`src/rtl/cover_toggle_collector.sv`:
```
// Toggle coverage collector: records first hits on WIDTH cover points into a
// sticky bitmap and emits one event per newly covered point through a
// single-slot valid/ready output, lowest-numbered pending point first.
module cover_toggle_collector #(
    parameter int unsigned WIDTH      = 28,
    parameter int unsigned BASE_INDEX = 0,
    parameter int unsigned IDX_W      = 16,
    localparam int unsigned CNT_W     = $clog2(WIDTH + 1)
) (
    input  logic             clock,
    input  logic             reset,
    input  logic [WIDTH-1:0] valid,
    input  logic             clear,
    output logic             evt_valid,
    input  logic             evt_ready,
    output logic [IDX_W-1:0] evt_index,
    output logic [WIDTH-1:0] covered,
    output logic [CNT_W-1:0] covered_count,
    output logic             all_covered
);

    localparam int unsigned SEL_W = (WIDTH > 1) ? $clog2(WIDTH) : 1;

    logic [WIDTH-1:0] covered_q;
    logic [WIDTH-1:0] pending_q;
    logic [WIDTH-1:0] pending_d;
    logic [WIDTH-1:0] new_hits;
    logic [WIDTH-1:0] sel_onehot;
    logic [CNT_W-1:0] count_q;
    logic [CNT_W-1:0] new_count;
    logic [SEL_W-1:0] sel;
    logic [IDX_W-1:0] next_index;
    logic [IDX_W-1:0] evt_index_q;
    logic             evt_valid_q;
    logic             have_pending;
    logic             slot_free;
    logic             take;

    // First hits only: bits already covered are masked so they change no state.
    always_comb begin
        new_hits  = valid & ~covered_q;
        new_count = '0;
        for (int i = 0; i < int'(WIDTH); i++) begin
            new_count = new_count + CNT_W'(new_hits[i]);
        end
    end

    // Pick the lowest-numbered pending point and work out what the slot does.
    always_comb begin
        logic found;
        found        = 1'b0;
        sel          = '0;
        have_pending = |pending_q;
        // Two's-complement trick isolates the lowest set bit.
        sel_onehot   = pending_q & (~pending_q + 1'b1);
        for (int i = 0; i < int'(WIDTH); i++) begin
            if (pending_q[i] && !found) begin
                found = 1'b1;
                sel   = SEL_W'(i);
            end
        end
        next_index = IDX_W'(BASE_INDEX) + IDX_W'(sel);
        slot_free  = !evt_valid_q || evt_ready;
        take       = slot_free && have_pending;
        // A new hit can never collide with the taken bit: pending is a subset of covered.
        pending_d  = (pending_q & ~(take ? sel_onehot : '0)) | new_hits;
    end

    // Coverage state and event slot; reset beats clear, clear beats everything else.
    always_ff @(posedge clock) begin
        if (!reset) begin
            covered_q   <= '0;
            pending_q   <= '0;
            count_q     <= '0;
            evt_valid_q <= 1'b0;
            evt_index_q <= '0;
        end else if (clear) begin
            covered_q   <= '0;
            pending_q   <= '0;
            count_q     <= '0;
            evt_valid_q <= 1'b0;
            evt_index_q <= '0;
        end else begin
            covered_q <= covered_q | new_hits;
            pending_q <= pending_d;
            count_q   <= count_q + new_count;
            if (slot_free) begin
                evt_valid_q <= have_pending;
                if (have_pending) begin
                    evt_index_q <= next_index;
                end
            end
        end
    end

    assign covered       = covered_q;
    assign covered_count = count_q;
    assign all_covered   = (count_q == CNT_W'(WIDTH));
    assign evt_valid     = evt_valid_q;
    assign evt_index     = evt_index_q;

endmodule

```
`config.mk`:
```
export PLATFORM = sky130hd
export DESIGN_NAME = cover_toggle_collector
export DESIGN_NICKNAME = d
export VERILOG_FILES = /design/src/rtl/cover_toggle_collector.sv
export SDC_FILE = /design/constraint.sdc
export NUM_CORES = 1
export LEC_CHECK = 0
export CORE_MARGIN = 2
export CORE_UTILIZATION = 54
export DETAILED_ROUTE_END_ITERATION = 16
export PLACE_DENSITY_LB_ADDON = 0.25
export SLEW_MARGIN = 25
export SYNTH_ARGS = -nofsm -noshare
export SYNTH_HDL_FRONTEND = slang
export SYNTH_SLANG_ARGS = --single-unit
```
`constraint.sdc`:
```
create_clock -name clock -period 11.2 [get_ports clock]
set_input_delay 2.24 -clock clock [delete_from_list [all_inputs] [get_ports clock]]
set_output_delay 2.24 -clock clock [all_outputs]
set_load 0.05 [all_outputs]
```
==> results of run 1 <==
logic make-up after synthesis:
| family | after synthesis | synth area share [%] |
|---|---|---|
| adder cells (fa/ha/maj) | 32 | 15.70 |
| AND/OR/NAND/NOR | 191 | 26.33 |
| other | 1 | 0.1041 |
| buffers and inverters | 44 | 5.731 |
| XOR/XNOR | 6 | 1.459 |
| flip-flops | 67 | 37.24 |
| AO/OA/AOI/OAI | 79 | 13.44 |
metal layers:
layer	wire [um]	part of all wire, %	GRT usage (%)
met4	125	1.4	7.359
met2	3988	46	38.42
met5	0	0	0
met3	554	6.4	5.582
met1	4045	46	36.50
through the flow:
stage	setup slack, ns	std cells	total power, mW	cell area, um^2
after floorplan	4.179	430	0.7147	3640
after global placement	3.577	556	0.8195	4325
after detailed placement	3.463	556	0.8443	4330
after CTS	3.814	572	1.039	4499
after global routing	3.603	572	1.129	4499
final	3.830	572	1.044	4499
area by class of cell:
type	instances	area, um^2	share of cell area (%)
clock inverter	7	45.04	1.001
tap	77	96.34	2.141
inverter	22	82.58	1.835
sequential	67	1341	29.81
multi-input combinational	319	2100	46.66
clock buffer	9	123.9	2.753
timing repair buffer	71	710.7	15.80
registers in the layout, indices dropped and copies added (netlist names):
name           count
evt_index          5
covered           28
covered_count      5
evt_valid          1
pending_q         28
how the worst max path moves through the flow:
stage,from,endpoint,depth (start not counted)
global placement,valid[6],covered_count[4]$_SDFF_PP0_,16
global route,valid[6],covered_count[4]$_SDFF_PP0_,16
floorplan,valid[0],covered_count[4]$_SDFF_PP0_,15
detailed placement,valid[6],covered_count[4]$_SDFF_PP0_,16
finish,valid[6],covered_count[4]$_SDFF_PP0_,16
CTS,valid[6],covered_count[4]$_SDFF_PP0_,16
power by group through the flow:
stage	clock network [mW]	logic, mW	registers, mW
2_1_floorplan	0	0.406	0.309
3_3_place_gp	0	0.543	0.277
3_5_place_dp	0	0.567	0.277
4_1_cts	0.181	0.586	0.272
5_1_grt	0.192	0.663	0.275
6_report	0.180	0.592	0.272
worst max-delay path: cells and delay by family:
family                   cells  cell delay [ns]
adder cells (fa/ha/maj)      8             3.92
AO/OA/AOI/OAI                2             0.35
XOR/XNOR                     1             0.13
buffers and inverters        3             0.61
AND/OR/NAND/NOR              2             0.33
layout by cell type (no fill, tap or decap), types with 2 or more instances in the layout:
master	count
xnor2_1	3
nor2_1	88
o21bai_1	2
nor4_1	9
clkbuf_8	9
nand4_1	3
inv_1	22
clkdlybuf4s50_1	71
fa_1	22
or3_1	3
xor2_1	3
a21o_1	2
and3_1	3
a21oi_1	33
o21ai_0	17
a311oi_1	2
nor2b_1	15
and4_1	2
nand2_1	19
dfxtp_1	67
nor3_1	10
nand3_1	7
conb_1	11
ha_1	10
or4_4	2
o211ai_1	2
nand2b_1	21
o21a_1	2
and2_1	3
a31oi_1	4
clkinv_2	4
clkinv_4	2
o31ai_1	6
==> results.json, run 1 <==
{
  "status": "completed",
  "grt_usage_pct": 25.32,
  "synth.top_cells.by_count": "88 x nor2_1, 67 x dfxtp_1, 33 x a21oi_1",
  "firstDrtPassIters": 5,
  "ys_ff_latch": 67,
  "num_rows": 29,
  "grt_pass1_wl_um": 14700,
  "clock-root-buffer": "clkbuf_8",
  "hold_path_class": "reg2reg",
  "num_vias": 3227,
  "cts_max_path_buffers": 2,
  "worstHoldStart": "evt_index[2]$_SDFFE_PP0P_",
  "gp_congestion": 0.8477,
  "antenna_found_initial": 0,
  "drv_cap": 0,
  "syn_area_mm2": 0.003602,
  "whs_ns": 0.4665,
  "arrival_ns": 7.59,
  "ys.flop_type": "dfxtp_1",
  "drc": 0,
  "routed_wirelength_um": 8714,
  "switching_share_pct": 43.35,
  "cp-end-kind": "flop",
  "cts_setup_buffers": 0,
  "peakVddDrop_mv": 0.2523,
  "finClkSkew_ns": 0.006886,
  "area_growth_pct": 24.90,
  "cts_resized": 0,
  "drive_gt1_share_pct": 5.253,
  "drt_iter0_drc": 278,
  "cts_tree": "yes",
  "r2r_start": "covered[10]$_SDFF_PP0_",
  "synth_top_area_share_pct": 37.24,
  "synth_top_area_cell": "dfxtp_1",
  "dieArea_mm2": 0.007340,
  "ant_nets": 0,
  "clk_latency_ns": 0.35,
  "ys_types": 46,
  "clockPowerShare_pct": 17.2,
  "num-fill-cells": 522,
  "h-tree-depth": 3,
  "worstMarginPinSlew_ns": 0.8246,
  "whs_path_depth": 2,
  "async_flop_share_pct": 0,
  "synth_warnings": 0,
  "worstSetupPathType": "in2reg",
  "grt_pass1_vias": 3092,
  "max_stage_delay_ns": 0.55,
  "synth.area.top_cells": "dfxtp_1 37%, fa_1 12%, nor2_1 9.2%",
  "reg2regPathDepth": 16,
  "min_to": "evt_index[2]$_SDFFE_PP0P_",
  "fp.dieH_um": 85.68,
  "path_max_fanout": 3,
  "crit_top_cell": "fa_1",
  "period_share_pct": 65.80,
  "path_clk_slew_ns": 0.08,
  "fin_nets": 554,
  "clock_sinks": 67,
  "switchingPower_uw": 452.5,
  "start_util_pct": 56.41,
  "cp-start-kind": "input port",
  "ctsHoldBuffers": 0,
  "synth_most_common_cell": "nor2_1",
  "antenna_cells": 0,
  "rsz0062_at_grt": "no",
  "finalHoldViolations": 0,
  "synth-seq-area-share_pct": 37.24,
  "p_seq_share_pct": 26.1,
  "final_max_slew_viol_count": 0,
  "synth-edff-count": 0,
  "setup_viol": 0,
  "synth_cells": 420,
  "max_clock_freq_mhz": 135.7,
  "pwr-share-comb_pct": 56.7,
  "reg2reg_to": "covered_count[4]$_SDFF_PP0_",
  "r2r_slack_ns": 5.87,
  "cp.required_ns": 11.42,
  "grt-ovfl-total": 0,
  "cp_cell_sequence": "clkdlybuf4s50_1 > nor2b_1 > fa_1 > inv_1 > fa_1 > fa_1 > fa_1 > fa_1 > fa_1 > inv_1 > fa_1 > fa_1 > a21o_1 > a21oi_1 > xnor2_1 > nor2_1",
  "p_int_uw": 591.4,
  "numCtsBuffers": 9,
  "ios": 83,
  "p_leak_nw": 1.873,
  "min_period_ns": 7.370,
  "synth_area_per_cell_um2": 8.577,
  "power_density_mw_per_mm2": 232.0,
  "hpwl_um": 6469,
  "grt_max_degree": 57,
  "setup_tns_ns": 0,
  "final_util_pct": 70.45,
  "core_mm2": 0.006386,
  "wl_per_cell_um": 15.23,
  "vias_per_cell": 5.642,
  "slew_headroom_pct": 44.91,
  "io_buffers": 71,
  "slowest_stage": "fa_1",
  "die_w_um": 85.68
}
Power figures use the tool's default switching activity.
==> inputs of run 2 (changes only) <==
Settings changed: CORE_UTILIZATION 54 to 50.
Clock period 11.2 ns to 7.1 ns, I/O delays scaled along.
==> results.json, run 2 (synthesis results as in run 1) <==
{
  "status": "completed",
  "layout_commonest_cell": "nor2_1",
  "p_int_mw": 1.033,
  "num_vias": 3163,
  "core_mm2": 0.006869,
  "path_max_fanout": 3,
  "path_clk_slew_ns": 0.07,
  "final_util_pct": 66.89,
  "min_to": "evt_index[2]$_SDFFE_PP0P_",
  "fp.dieH_um": 88.88,
  "pre_cts_ws_ns": 0.1997,
  "clock-root-buffer": "clkbuf_8",
  "worstHoldStart": "evt_index[2]$_SDFFE_PP0P_",
  "clk_latency_ns": 0.35,
  "cts_tree": "yes",
  "grt_max_degree": 57,
  "grt-ovfl-total": 0,
  "period_share_pct": 91.86,
  "num_rows": 30,
  "clock_sinks": 67,
  "hpwl_um": 6719,
  "routed_wirelength_um": 8796,
  "drive_gt1_share_pct": 5.253,
  "r2r_start": "covered[10]$_SDFF_PP0_",
  "peakVddDrop_mv": 0.3345,
  "r2r_slack_ns": 1.81,
  "ios": 83,
  "die_w_um": 88.88,
  "grt_usage_pct": 23.99,
  "antenna_cells": 0,
  "rsz0062_at_grt": "no",
  "finClkSkew_ns": 0.006799,
  "cts_resized": 0,
  "slew_headroom_pct": 46.77,
  "clockPowerShare_pct": 22.5,
  "grt_pass1_vias": 3055,
  "cp-start-kind": "input port",
  "io_buffers": 71,
  "ctsHoldBuffers": 0,
  "vias_per_cell": 5.352,
  "worstMarginPinSlew_ns": 0.7912,
  "start_util_pct": 52.44,
  "setup_tns_ns": 0,
  "drv_cap": 0,
  "layout_common_cells": "88 x nor2_1, 71 x clkdlybuf4s50_1, 67 x dfxtp_1",
  "p_leak_nw": 1.904,
  "finalHoldViolations": 0,
  "final_max_slew_viol_count": 0,
  "area_growth_pct": 27.54,
  "worst_slack_ns": 0.5781,
  "drt_iter0_drc": 211,
  "switching_share_pct": 40.08,
  "wl_per_cell_um": 14.88,
  "min_period_ns": 6.522,
  "setup_viol": 0,
  "hold_path_class": "reg2reg",
  "whs_path_depth": 2,
  "gp_congestion": 0.8365,
  "ant_nets": 0,
  "cp-end-kind": "flop",
  "h-tree-depth": 3,
  "dieArea_mm2": 0.007900,
  "power_density_mw_per_mm2": 375.1,
  "reg2reg_to": "covered_count[4]$_SDFF_PP0_",
  "arrival_ns": 6.74,
  "pwr-share-comb_pct": 52.6,
  "firstDrtPassIters": 4,
  "drc": 0,
  "worstSetupPathType": "in2reg",
  "p_seq_share_pct": 24.9,
  "switchingPower_uw": 690.6,
  "reg2regPathDepth": 16,
  "grt_pass1_wl_um": 14320,
  "max_clock_freq_mhz": 153.3,
  "cts_max_path_buffers": 2,
  "antenna_found_initial": 0,
  "cts_setup_buffers": 0,
  "numCtsBuffers": 9,
  "cp.required_ns": 7.32,
  "fin_nets": 554
}
run 2: cell types whose count changed in the layout (fill, tap and decap cells not counted):
cell,delta
bufinv_16,+3
clkinv_4,-1
clkinv_2,-2
run 2: worst max-delay path, cell delays in order:
cell and delay (ns):
clkdlybuf4s50_1 0.48, nor2b_1 0.25, fa_1 0.47, inv_1 0.09
fa_1 0.46, fa_1 0.52, fa_1 0.52, fa_1 0.51
fa_1 0.54, inv_1 0.05, fa_1 0.45, fa_1 0.42
a21o_1 0.18, a21oi_1 0.19, xnor2_1 0.14, nor2_1 0.05
run 2: power groups by stage:
| stage | Combinational [mW] | Sequential (mW) | Clock [mW] |
|---|---|---|---|
| floorplan | 0.640 | 0.487 | 0 |
| global placement | 0.868 | 0.437 | 0 |
| detailed placement | 0.898 | 0.437 | 0 |
| CTS | 0.914 | 0.429 | 0.390 |
| global route | 1.04 | 0.433 | 0.403 |
| finish | 0.906 | 0.429 | 0.388 |
run 2: how the worst max path moves through the flow:
stage               startpoint                     endpoint  cells past startpoint
finish                valid[6]  covered_count[4]$_SDFF_PP0_                     16
global route          valid[6]  covered_count[4]$_SDFF_PP0_                     16
CTS                   valid[6]  covered_count[4]$_SDFF_PP0_                     16
detailed placement    valid[6]  covered_count[4]$_SDFF_PP0_                     16
global placement      valid[6]  covered_count[4]$_SDFF_PP0_                     16
floorplan             valid[0]  covered_count[4]$_SDFF_PP0_                     15
run 2: area by class of cell:
type / instances / area (um^2)
Clock buffer: 9 / 123.9
Clock inverter: 7 / 116.4
Fill cell: 570 / 2275
Inverter: 22 / 82.58
Multi-Input combinational cell: 319 / 2100
Sequential cell: 67 / 1341
Tap cell: 96 / 120.1
Timing Repair Buffer: 71 / 710.7
run 2: metrics by stage:
| stage | hold slack, ns | instance area [um^2] | cells | total power [mW] |
|---|---|---|---|---|
| 2_1_floorplan | 0.4624 | 3640 | 430 | 1.127 |
| 3_3_place_gp | 0.4439 | 4349 | 575 | 1.304 |
| 3_5_place_dp | 0.4465 | 4354 | 575 | 1.336 |
| 4_1_cts | 0.4564 | 4594 | 591 | 1.733 |
| 5_1_grt | 0.4856 | 4594 | 591 | 1.876 |
| 6_report | 0.4555 | 4594 | 591 | 1.723 |
run 2: per-layer routing:
metal	global-route usage [%]	vias up	wire, um
met5	0	-	0
met1	34.69	1493	4059
met2	35.28	113	3968
met4	9.366	0	152
met3	4.851	14	616
li1	-	1543	-
==> inputs of run 3 (changes only) <==
Settings changed: GPL_ROUTABILITY_DRIVEN from default to 0, REMOVE_ABC_BUFFERS from default to 1.
==> results.json, run 3 (synthesis results as in run 1) <==
{
  "grt_usage_pct": 23.20,
  "cts_setup_buffers": 0,
  "antenna_cells": 0,
  "slew_headroom_pct": 43.00,
  "dieArea_mm2": 0.007900,
  "power_density_mw_per_mm2": 365.3,
  "fin_nets": 554,
  "finClkSkew_ns": 0.007802,
  "setup_viol": 0,
  "worst_slack_ns": 0.5632,
  "drive_gt1_share_pct": 4.656,
  "io_buffers": 71,
  "clock-root-buffer": "clkbuf_8",
  "num_vias": 3157,
  "hpwl_um": 6538,
  "ant_nets": 0,
  "area_growth_pct": 26.26,
  "worst-path-buf-inv": 3,
  "ctsHoldBuffers": 0,
  "num-fill-cells": 563,
  "rsz0062_at_grt": "no",
  "die_w_um": 88.88,
  "pre_cts_ws_ns": 0.2055,
  "cpLargestDelayFamily": "adder cells",
  "slowest_stage": "fa_1",
  "arrival_ns": 6.75,
  "grt_pass1_vias": 3052,
  "max_clock_freq_mhz": 153.0,
  "antenna_found_initial": 0,
  "layout_commonest_cell": "nor2_1",
  "max_stage_delay_ns": 0.55,
  "drc": 0,
  "cts_tree": "yes",
  "hold_path_class": "reg2reg",
  "worstSetupPathType": "in2reg",
  "drt_iter0_drc": 305,
  "dp_cells": 575,
  "path_clk_slew_ns": 0.07,
  "regArea_mm2": 0.001341,
  "numCtsBuffers": 9,
  "start_util_pct": 52.44,
  "drv_cap": 0,
  "cp-start-kind": "input port",
  "routed_wirelength_um": 8606,
  "cts_max_path_buffers": 2,
  "cp-end-kind": "flop",
  "final_max_slew_viol_count": 0,
  "final_cells": 590,
  "core_mm2": 0.006869,
  "grt_max_degree": 57,
  "vias_per_cell": 5.351,
  "ios": 83,
  "wl_per_cell_um": 14.59,
  "grt_pass1_wl_um": 13960,
  "fp.dieH_um": 88.88,
  "p_leak_nw": 1.884,
  "grt-ovfl-total": 0,
  "cp_cell_sequence": "clkdlybuf4s50_1 > nor2b_1 > fa_1 > inv_1 > fa_1 > fa_1 > fa_1 > fa_1 > fa_1 > inv_1 > fa_1 > fa_1 > a21o_1 > a21oi_1 > xnor2_1 > nor2_1",
  "multiInputGateArea_mm2": 0.002100,
  "firstDrtPassIters": 5,
  "finalHoldViolations": 0,
  "clock_sinks": 67,
  "peakVddDrop_mv": 0.4173,
  "layout_common_cells": "88 x nor2_1, 71 x clkdlybuf4s50_1, 67 x dfxtp_1",
  "cp.required_ns": 7.31,
  "setup_tns_ns": 0,
  "period_share_pct": 92.07,
  "crit_top_cell": "fa_1",
  "cts_resized": 0,
  "num_rows": 30,
  "worstMarginPinSlew_ns": 0.8533,
  "min_period_ns": 6.537,
  "status": "completed",
  "clk_latency_ns": 0.34,
  "h-tree-depth": 3,
  "path_max_fanout": 2
}
[run 3: cell types whose count changed in the layout (fill, tap and decap cells not counted)]
cell | before | now
bufinv_16 | 3 | 1
clkbuf_1 | 0 | 2
clkbuf_8 | 9 | 11
clkinv_2 | 2 | 1
clkinv_4 | 1 | 0
clkinvlp_4 | 1 | 0
[run 3: worst paths after layout]
kind | cells after the start | to | startpoint | slack, ns
setup / recovery | 16 | covered_count[4]$_SDFF_PP0_ | valid[0] | 0.56
hold / removal | 2 | evt_index[2]$_SDFFE_PP0P_ | evt_index[2]$_SDFFE_PP0P_ | 0.47
setup reg to reg | 16 | covered_count[4]$_SDFF_PP0_ | covered[10]$_SDFF_PP0_ | 1.75
hold reg to reg | 2 | evt_index[2]$_SDFFE_PP0P_ | evt_index[2]$_SDFFE_PP0P_ | 0.47
[run 3: per-stage QoR]
stage          instance area, um^2  hold slack, ns  power [mW]  utilization [%]
6_report                      4548          0.4667       1.661            66.21
3_5_place_dp                  4354          0.4537       1.326            63.39
4_1_cts                       4548          0.4634       1.673            66.21
5_1_grt                       4548          0.4925       1.806            66.21
2_1_floorplan                 3516          0.4624       1.122                -
3_3_place_gp                  4349          0.4483       1.301            63.32
[run 3: metal layers]
metal	global-route usage (%)	wire length, um	vias up
li1	-	-	1535
met1	31.90	3844	1487
met2	36.16	4021	119
met3	5.317	590	16
met4	7.851	149	0
met5	0	0	-
[run 3: worst min-delay path, delay by kind of cell, from the launching register on]
family / cells / cell delay, ns
flip-flops: 1 / 0.31
AO/OA/AOI/OAI: 1 / 0.06
AND/OR/NAND/NOR: 1 / 0.05
[run 3: power by group]
group | total (mW) | internal (mW) | switching, mW
sequential | 0.430 | 0.405 | 0.0257
combinational | 0.911 | 0.396 | 0.515
clock | 0.320 | 0.179 | 0.141
[run 3: layout make-up]
| class | count | share of cell area (%) |
|---|---|---|
| clock buffer | 13 | 3.494 |
| inverter | 22 | 1.816 |
| timing repair buffer | 71 | 15.63 |
| clock inverter | 2 | 0.7703 |
| multi-input combinational | 319 | 46.16 |
| sequential | 67 | 29.49 |
| tap | 96 | 2.641 |
